===== config.mk =====
export PLATFORM = sky130hd
export DESIGN_NAME = arb_req_queue
export DESIGN_NICKNAME = d
export VERILOG_FILES = /design/src/rtl/arb_req_queue.sv
export SDC_FILE = /design/constraint.sdc
export NUM_CORES = 1
export LEC_CHECK = 0
export CORE_MARGIN = 4
export CORE_UTILIZATION = 25
export CTS_CLUSTER_SIZE = 16
export DETAILED_ROUTE_END_ITERATION = 6
export HOLD_SLACK_MARGIN = 0.08
export SLEW_MARGIN = 20
export SYNTH_ARGS = -nofsm -noshare
export SYNTH_HDL_FRONTEND = slang
export SYNTH_SLANG_ARGS = --single-unit
export TNS_END_PERCENT = 20

===== constraint.sdc =====
create_clock -name clk -period 2.4 [get_ports clk]
set_input_delay 0.48 -clock clk [delete_from_list [all_inputs] [get_ports clk]]
set_output_delay 0.48 -clock clk [all_outputs]
set_load 0.05 [all_outputs]

===== src/rtl/arb_req_queue.sv =====
// Three-channel request queue feeding a round-robin arbiter: one FIFO per channel,
// request generation from occupancy, and a single registered pop port driven by a one-hot grant.
module arb_req_queue #(
    parameter int DW    = 8,
    parameter int DEPTH = 4,
    parameter int AW    = $clog2(DEPTH)
) (
    input  logic                 clk,
    input  logic                 rst,
    input  logic                 en,
    input  logic [2:0]           wr_vld,
    input  logic [3*DW-1:0]      wr_data,
    output logic [2:0]           wr_rdy,
    output logic [2:0]           req_vld,
    input  logic [2:0]           grant,
    output logic                 out_vld,
    output logic [DW-1:0]        out_data,
    output logic [1:0]           out_ch,
    output logic                 grant_err,
    output logic [3*(AW+1)-1:0]  count
);
    localparam logic [AW:0] FULL = (AW+1)'(DEPTH);

    logic [DW-1:0] mem    [3][DEPTH];
    logic [AW-1:0] wr_ptr [3];
    logic [AW-1:0] rd_ptr [3];
    logic [AW:0]   cnt    [3];

    logic       grant_onehot;
    logic       grant_multi;
    logic [2:0] push;
    logic [2:0] pop;
    logic       pop_any;
    logic [1:0] pop_ch;

    always_comb begin
        grant_onehot = (grant == 3'b001) || (grant == 3'b010) || (grant == 3'b100);
        grant_multi  = !grant_onehot && (grant != 3'b000);
    end

    // Requests come only from registered occupancy so the arbiter sees no loop through grant.
    for (genvar i = 0; i < 3; i++) begin : g_ch
        assign wr_rdy[i]  = !rst && (cnt[i] != FULL);
        assign req_vld[i] = en && !rst && (cnt[i] != '0);
        assign push[i]    = wr_vld[i] && wr_rdy[i];
        assign pop[i]     = en && grant[i] && grant_onehot && (cnt[i] != '0);
        assign count[i*(AW+1) +: AW+1] = cnt[i];
    end

    always_comb begin
        pop_any = |pop;
        pop_ch  = 2'd0;
        if (pop[1]) pop_ch = 2'd1;
        if (pop[2]) pop_ch = 2'd2;
    end

    always_ff @(posedge clk) begin
        if (rst) begin
            for (int i = 0; i < 3; i++) begin
                wr_ptr[i] <= '0;
                rd_ptr[i] <= '0;
                cnt[i]    <= '0;
            end
        end else begin
            for (int i = 0; i < 3; i++) begin
                if (push[i]) wr_ptr[i] <= wr_ptr[i] + 1'b1;
                if (pop[i])  rd_ptr[i] <= rd_ptr[i] + 1'b1;
                cnt[i] <= cnt[i] + {{AW{1'b0}}, push[i]} - {{AW{1'b0}}, pop[i]};
            end
        end
    end

    // NOTE: storage is deliberately not reset; pointers and counts alone define validity.
    always_ff @(posedge clk) begin
        for (int i = 0; i < 3; i++) begin
            if (push[i]) mem[i][wr_ptr[i]] <= wr_data[i*DW +: DW];
        end
    end

    always_ff @(posedge clk) begin
        if (rst) begin
            out_vld   <= 1'b0;
            out_data  <= '0;
            out_ch    <= 2'd0;
            grant_err <= 1'b0;
        end else begin
            out_vld <= pop_any;
            if (pop_any) begin
                out_data <= mem[pop_ch][rd_ptr[pop_ch]];
                out_ch   <= pop_ch;
            end
            if (en && grant_multi) grant_err <= 1'b1;
        end
    end

endmodule


After elaboration in Yosys (flattened, before gate mapping)
Memory sizes are Yosys's and may differ from the RTL's.
Index checks and enable logic that the tools add are counted.
{"block": "word_totals", "ff_bits": 12, "ramBits": 117, "inputBits": 33, "output_inout_bits": 27, "elab_cells": 123, "memories": 4}
{"name": "mem", "depth": 3, "width": 32, "read_ports": 1, "rd_ports_with_merged_regs": 0, "wr": 3, "line": "24", "text": "logic [DW-1:0] mem [3][DEPTH];"}
{"name": "cnt", "depth": 3, "width": 3, "read_ports": 3, "rd_ports_with_merged_regs": 0, "wr": 3, "line": "27", "text": "logic [AW:0] cnt [3];"}
{"name": "rd_ptr", "depth": 3, "width": 2, "read_ports": 4, "rd_ports_with_merged_regs": 0, "wr": 3, "line": "26", "text": "logic [AW-1:0] rd_ptr [3];"}
{"name": "wr_ptr", "depth": 3, "width": 2, "read_ports": 3, "rd_ports_with_merged_regs": 0, "wr": 3, "line": "25", "text": "logic [AW-1:0] wr_ptr [3];"}
{"block": "classes", "addsub": 12, "n_lt_le_gt_ge": 7, "n_eq_ne": 6, "muxes": 44, "n_bitwise": 13, "reduce_logical": 33}
{"operator": "32-bit 2-to-1 mux", "n": 3}
{"operator": "8-bit demux with 2-bit select", "n": 3}
{"operator": "8-bit 2-to-1 mux", "n": 5}
{"operator": "1-bit logical AND", "n": 24}
{"operator": "1-bit 2-to-1 mux", "n": 22}
{"operator": "8-bit binary-select mux with 2-bit select", "n": 1}
{"operator": "2-bit 2-to-1 mux", "n": 7}
{"operator": "2-bit by 1-bit adder with 2-bit output (second input constant)", "n": 6}
{"operator": "3-bit greater-or-equal comparator (second input constant)", "n": 4}
{"operator": "2-bit inverter with 3-bit output", "n": 4}
{"operator": "3-bit nonzero test", "n": 4}
{"operator": "3-bit by 1-bit adder with 3-bit output", "n": 3}
{"operator": "3-bit by 1-bit < comparator with 1-bit output (second input constant)", "n": 3}
{"operator": "3-bit 2-to-1 mux", "n": 3}
{"operator": "3-bit != test (second input constant)", "n": 3}
{"operator": "1-bit bitwise OR", "n": 9}
{"operator": "3-bit by 1-bit subtractor with 3-bit output", "n": 3}
{"operator": "3-bit by 1-bit == test with 1-bit output (second input constant)", "n": 1}
{"operator": "3-bit by 2-bit == test with 1-bit output (second input constant)", "n": 1}
{"operator": "3-bit == test (second input constant)", "n": 1}
{"operator": "3-bit OR reduction", "n": 1}
{"operator": "1-bit logical NOT", "n": 2}
{"operator": "1-bit logical OR", "n": 2}

Logic depth before layout (Yosys ltp)
Gate-level depths: netlist (run 1).
An unclocked memory read counts as a cell.
{"block": "logic_depth", "word_depth": 12, "mapped_depth": 10, "ltp_nobuf": 9}

Worst setup path after synthesis (run 1)
OpenSTA, ideal clock, no wires.
{"block": "synth_timing", "path_kind": "reg-to-reg", "start": "memory cnt[0][4] (netlist name)", "end": "memory cnt[0][5] (netlist name)", "setup_time_ns": 0.130, "arrival_ns": 2.779, "t_required_ns": 2.270, "path_slack_ns": -0.509, "stages_incl_launch_ff": 9, "path_buffers": 0, "synth_period_minus_slack_ns": 2.909, "cell_sequence": "dfxtp_1 -> nor2_1 -> a21oi_1 -> and2_1 -> ha_1 -> inv_1 -> fa_1 -> xnor2_1 -> nor2_1"}
{"item": "start: declaration", "line": "27"}

Worst setup path after layout (run 1)
{"block": "layout_timing", "start": "input port rst", "end": "output port req_vld[2]"}
{"block": "layout_via", "elab_chain_cells": 3}
{"item": "start: declaration", "line": "9", "text": "input logic rst,"}
{"item": "1-bit logical NOT", "line": "44", "text": "assign req_vld[i] = en && !rst && (cnt[i] != '0);"}
{"item": "1-bit logical AND (2 in a row)", "line": "44"}
{"item": "end: declaration", "line": "14", "text": "output logic [2:0] req_vld,"}
No other way between the ends.

==> flow_summary_export.csv, run 1 <==
group,metric,value,unit
placed_design,final_wtd_congestion,0.855,
min_path,hold_path.class,"reg -> reg",
clock_tree,clock_tree.htree_level_count,4,
timing,worst_hold_slack_across_all_endpoints,0.482,ns
synthesis,post_synth_inst_count,411,
route,drt-vias-per-instance,4.44,
synthesis,synth_cell_types,58,
placed_design,dpl-instance-area,7040,um2
synthesis,synth_async_sr_flop_share,0,%
final_layout,fillers,2090,
final_layout,mostFrequentLayoutCells,"edfxtp_1 (108), buf_4 (56), clkdlybuf4s50_1 (53)",
critical_path,timing_worst_setup_path_type,"in -> out",
global_route,grt_pass1_wl,21100,um
timing,period_minus_slack,2.32,ns
global_route,pin_count_of_the_biggest_net_entering_global_routing,22,
timing,slew-limit-headroom,60.6,%
route,drt.antenna.violating_nets,0,
clock_tree,clock_sinks,129,
route,wl,13400,um
synthesis,synth_nets,462,
final_layout,postLayoutCellArea,7610,um2
critical_path,critPathMaxFanout,9,
timing,maxSlewViolCount,0,
synthesis,syn_area_per_cell,13.9,um2
clock_tree,insertion_delay,0.41,ns
route,drt_drc_violations_left,0,
final_layout,finish.net_count,577,
clock_tree,post-cts-setup-buffer-count,0,
global_route,total_track_usage,10.7,%
outcome,outcome,"completed",
timing,fin_crit_sh,96.5,%
synthesis,sequential_cell_area_fraction_in_the_yosys_report,64.4,%
die,die_w,159,um
critical_path,endpoint_kind,"output pin",
clock_tree,numCtsBuffers,17,
final_layout,area_growth,33.7,%
job,max_cap_viol_count,0,
die,effective_utilization_at_floorplan,25.8,%
global_route,grt_antenna_before_repair,0,
die,boundaryPins,60,
placed_design,placement.io_buffers,59,
power,total_leakage_power,2.79,nW
power,worst_ir_drop_on_vdd,0.000380,V
timing,final.setup_skew,0.00765,ns
critical_path,crit_arrival,1.84,ns
final_layout,final_common_cell,"edfxtp_1",
clock_tree,cts-root-buf,"clkbuf_16",
die,overall_die_area,25300,um2
route,first_pass_iters,4,
synthesis,post_synthesis_cell_area,5690,um2
power,power.density_cell_area,801,nW/um2
placed_design,dp_hpwl,10500,um
timing,rsz0062_at_grt,"false",
timing,max_slew.worst_pin.slew,0.589,ns
route,wl_per_cell,16.3,um
route,detail_route.iter0.violations,204,
final_layout,finalCoreUtilization,34.5,%
clock_tree,clk_transition_reported_paths,0.06,ns
die,row_count,54,
die,floorplan.die.height,159,um
timing,hold_violations,0,
timing,final_setup_violations,0,
timing,clock.fmax,432,MHz
clock_tree,tritoncts,"done",
die,design.core.area,22100,um2
route,route.vias.total,3637,
global_route,first_global_vias,3797,
global_route,grt-ovfl-total,0,
synthesis,yosys_register_bits,129,
final_layout,post_route_cells_drive_above_1_share,23.0,%
critical_path,worstPathRequired,1.92,ns
clock_tree,ctsLongestPathBuffers,2,
synthesis,synth_warnings,0,
final_layout,antennaDiodeCount,0,
synthesis,ys_dominant_reg_cell,"edfxtp_1",
critical_path,worstSetupStartpointType,"input port",
synthesis,synth_edf_count,108,
-- synth_stat cells, types with 2 or more instances --
| master | n | share of area, % |
|---|---|---|
| a311oi_1 | 3 | 0.46 |
| a31oi_1 | 6 | 0.66 |
| nor2_1 | 31 | 2.0 |
| nand3_2 | 3 | 0.53 |
| nand4_1 | 3 | 0.33 |
| edfxtp_1 | 108 | 57 |
| ha_1 | 15 | 3.3 |
| a211oi_1 | 6 | 0.79 |
| dfxtp_1 | 21 | 7.4 |
| and3_1 | 13 | 1.4 |
| nor3_1 | 17 | 1.5 |
| o32ai_1 | 2 | 0.31 |
| inv_1 | 12 | 0.79 |
| a21oi_1 | 9 | 0.79 |
| nor3b_1 | 3 | 0.40 |
| clkbuf_1 | 5 | 0.33 |
| nor2b_1 | 17 | 1.9 |
| o211ai_1 | 3 | 0.40 |
| fa_1 | 3 | 1.1 |
| nand2_1 | 15 | 0.99 |
| a2111oi_0 | 5 | 0.77 |
| o21ai_0 | 11 | 0.97 |
| xnor2_1 | 8 | 1.2 |
| nand2b_1 | 6 | 0.66 |
| and2_1 | 3 | 0.33 |
| a211oi_2 | 2 | 0.44 |
| or2_2 | 3 | 0.33 |
| nand3b_1 | 2 | 0.26 |
| buf_6 | 5 | 0.99 |
| buf_2 | 7 | 0.62 |
| nand3_1 | 2 | 0.18 |
| mux2i_1 | 22 | 3.9 |
| buf_1 | 2 | 0.13 |
| a21o_1 | 5 | 0.66 |
| a221oi_1 | 5 | 0.77 |
| nor3_2 | 6 | 1.1 |
-- sequential cells by signal, indices dropped and copies added (netlist names) --
name / count
mem: 96
cnt: 9
out_data: 8
rd_ptr: 6
wr_ptr: 6
out_ch: 2
grant_err: 1
out_vld: 1
-- power breakdown --
| group | total [mW] | internal (mW) | switching [mW] |
|---|---|---|---|
| combinational | 0.969 | 0.413 | 0.556 |
| sequential | 2.68 | 2.59 | 0.0960 |
| clock | 2.45 | 1.45 | 0.991 |
| total | 6.10 | 4.46 | 1.64 |
-- layer usage --
layer	vias up	global-route usage (%)	share of wire, %
li1	1779	-	-
met1	1761	12.8	44
met2	84	18.4	50
met3	13	2.75	5.2
met4	0	4.50	1.2
met5	-	0	0
-- cells by family (layout without fill, tap and decap cells) --
family	after synthesis	count (layout)	share of synthesized area, %
AND/OR/NAND/NOR	135	135	14.1
flip-flops	129	129	64.4
AO/OA/AOI/OAI	63	63	8.09
buffers and inverters	31	159	2.86
multiplexers	25	25	4.66
adder cells (fa/ha/maj)	19	19	4.53
XOR/XNOR	9	9	1.38
-- worst paths after layout --
kind                                start           to  slack (ns)  depth (start not counted)
worst max-delay path                  rst   req_vld[2]        0.08                          5
worst min register to register  out_ch[1]    out_ch[1]        0.48                          2
worst max register to register  cnt[0][6]  out_data[0]        0.21                          7
worst min-delay path            out_ch[1]    out_ch[1]        0.48                          2
-- cell type report --
cell class	count	area (um2)	area share [%]
sequential	129	3670	48.2
inverter	12	45.0	0.592
clock inverter	15	145	1.91
tap	280	350	4.60
multi-input combinational	251	1910	25.1
clock buffer	17	425	5.59
timing repair buffer	115	1070	14.1
-- through the flow --
step / TNS [ns] / setup slack [ns] / power (mW) / instances
3_5_place_dp: -4.03 / -0.361 / 3.71 / 787
5_1_grt: 0 / 0.00188 / 6.35 / 819
6_report: 0 / 0.0843 / 6.10 / 819
4_1_cts: 0 / 0.0569 / 6.15 / 819
2_1_floorplan: -0.0132 / -0.0132 / 3.28 / 411
3_3_place_gp: -2.86 / -0.273 / 3.68 / 787
-- worst max-delay path, cell delays in order --
cell and delay, ns:
clkdlybuf4s50_1 0.48, buf_4 0.23, or2b_1 0.28, nor2_1 0.20, buf_12 0.17
-- what timing repair did --
item | in CTS | in global routing
hold buffers | 0 | 0
endpoints found under the setup margin | 0 | 4
resized for setup | 0 | 4
Note: power is estimated with default switching activity, not from simulation.
==> run 2: changes to the inputs <==
--- a/config.mk
+++ b/config.mk
@@ -14,4 +14,4 @@
 export SYNTH_ARGS = -nofsm -noshare
 export SYNTH_HDL_FRONTEND = slang
 export SYNTH_SLANG_ARGS = --single-unit
-export TNS_END_PERCENT = 20
+export TNS_END_PERCENT = 50
==> results of run 2 <==
The final DEF is identical to that of run 1; final timing and power are the same.
==> run 3: changes to the inputs <==
--- a/config.mk
+++ b/config.mk
@@ -6,7 +6,8 @@
 export NUM_CORES = 1
 export LEC_CHECK = 0
 export CORE_MARGIN = 4
-export CORE_UTILIZATION = 25
+export CORE_UTILIZATION = 35
+export CTS_CLUSTER_DIAMETER = 120
 export CTS_CLUSTER_SIZE = 16
 export DETAILED_ROUTE_END_ITERATION = 6
 export HOLD_SLACK_MARGIN = 0.08
==> run 3 against run 2 <==
First-iteration DRC count increased by 54%. Worst hold slack got worse by 0.0047 ns. Non-clock buffer count decreased by 3. Fmax increased by 0.41%. Flip-flop and latch count unchanged. Final cell count decreased by 8.3%. Critical path depth unchanged. Largest power group unchanged. Critical endpoint unchanged. Register-to-register slack got worse by 0.03 ns.
==> flow_summary_export.csv, run 3 (same netlist as run 1, synthesis figures left out) <==
group,metric,value,unit
clock_tree,clk_transition_reported_paths,0.05,ns
timing,clock.fmax,434,MHz
clock_tree,insertion_delay,0.42,ns
critical_path,worstSetupStartpointType,"input port",
placed_design,dp_hpwl,9770,um
final_layout,stdcell_count,751,
clock_tree,clock_sinks,129,
die,design.core.area,15900,um2
job,max_cap_viol_count,0,
min_path,hold_path.class,"reg -> reg",
placed_design,dpl-instance-area,6960,um2
placed_design,placement.io_buffers,59,
critical_path,worstPathRequired,1.92,ns
critical_path,crit_arrival,1.83,ns
global_route,total_track_usage,14.6,%
route,drt.antenna.violating_nets,0,
global_route,grt-ovfl-total,0,
route,first_pass_iters,4,
placed_design,final_wtd_congestion,0.870,
die,boundaryPins,60,
timing,hold_violations,0,
clock_tree,cts-root-buf,"clkbuf_16",
placed_design,numPlacedInstances,720,
route,wl_per_cell,17.4,um
final_layout,antennaDiodeCount,0,
route,wl,13100,um
timing,final_setup_violations,0,
power,report.power.total,6.10,mW
final_layout,largest_reg_flops,96,
final_layout,finalCoreUtilization,47.5,%
timing,fin_crit_sh,96.1,%
global_route,pin_count_of_the_biggest_net_entering_global_routing,19,
timing,maxSlewViolCount,0,
power,power.density_cell_area,808,nW/um2
route,drt_drc_violations_left,0,
timing,rsz0062_at_grt,"false",
die,overall_die_area,18400,um2
clock_tree,hold_buffers,0,
timing,max_slew.worst_pin.slew,0.618,ns
power,worst_ir_drop_on_vdd,0.000478,V
critical_path,critPathMaxFanout,6,
clock_tree,post-cts-setup-buffer-count,0,
timing,setup_tns,0,ns
clock_tree,clock_tree.htree_level_count,4,
timing,slew-limit-headroom,58.8,%
global_route,grt_antenna_before_repair,0,
die,effective_utilization_at_floorplan,35.8,%
die,floorplan.die.height,136,um
power,total_leakage_power,2.76,nW
global_route,grt_pass1_wl,20100,um
clock_tree,post_cts.resized_instances,1,
outcome,outcome,"completed",
route,drt-vias-per-instance,4.87,
clock_tree,ctsLongestPathBuffers,2,
final_layout,mostFrequentLayoutCells,"edfxtp_1 (108), clkdlybuf4s50_1 (53), buf_4 (51)",
route,route.vias.total,3657,
clock_tree,tritoncts,"done",
final_layout,final_common_cell,"edfxtp_1",
final_layout,post_route_cells_drive_above_1_share,22.2,%
clock_tree,numCtsBuffers,17,
timing,period_minus_slack,2.31,ns
final_layout,finish.net_count,574,
critical_path,endpoint_kind,"output pin",
die,die_w,136,um
final_layout,area_growth,32.6,%
die,row_count,46,
final_layout,postLayoutCellArea,7550,um2
critical_path,timing_worst_setup_path_type,"in -> out",
route,detail_route.iter0.violations,314,
global_route,first_global_vias,3672,
timing,final.setup_skew,0.00571,ns
==> run 3: stage by stage <==
stage	hold slack [ns]	setup WS, ns
floorplan	0.552	-0.0132
finish	0.477	0.0939
detailed placement	0.458	-0.512
global placement	0.466	-0.428
CTS	0.480	0.0210
global route	0.512	0.00396
==> run 3: worst max-delay path, stage by stage <==
cell and delay, ns:
clkdlybuf4s50_1 0.50, buf_4 0.22, or2b_1 0.26, nor2_1 0.19
buf_12 0.17
==> run 3: cell type report <==
cell class / instances / area [um2]
clock buffer: 17 / 425
clock inverter: 14 / 141
fill: 1408 / 8340
inverter: 12 / 45.0
multi-input combinational: 251 / 1930
sequential: 129 / 3670
tap: 216 / 270
timing repair buffer: 112 / 1070
==> run 3: power by group <==
group          leakage [nW]  total, mW  internal (mW)  switching, mW
logic                  1.33      0.979          0.422          0.557
clock network         0.265       2.43           1.51          0.915
registers              1.17       2.69           2.59          0.104
==> run 3: final timing paths <==
kind	start	endpoint	slack [ns]	cells past startpoint
worst max-delay path	rst	req_vld[2]	0.09	5
worst min-delay path	grant_err	grant_err	0.48	2
worst max register to register	cnt[0][6]	out_data[5]	0.18	8
worst min register to register	grant_err	grant_err	0.48	2
==> run 3: routing by layer <==
metal	track usage (%)	up-vias	wire [um]
met5	0	-	0
met4	6.49	0	233
met3	3.16	14	653
met2	23.1	81	6260
met1	19.4	1786	5900
li1	-	1776	-
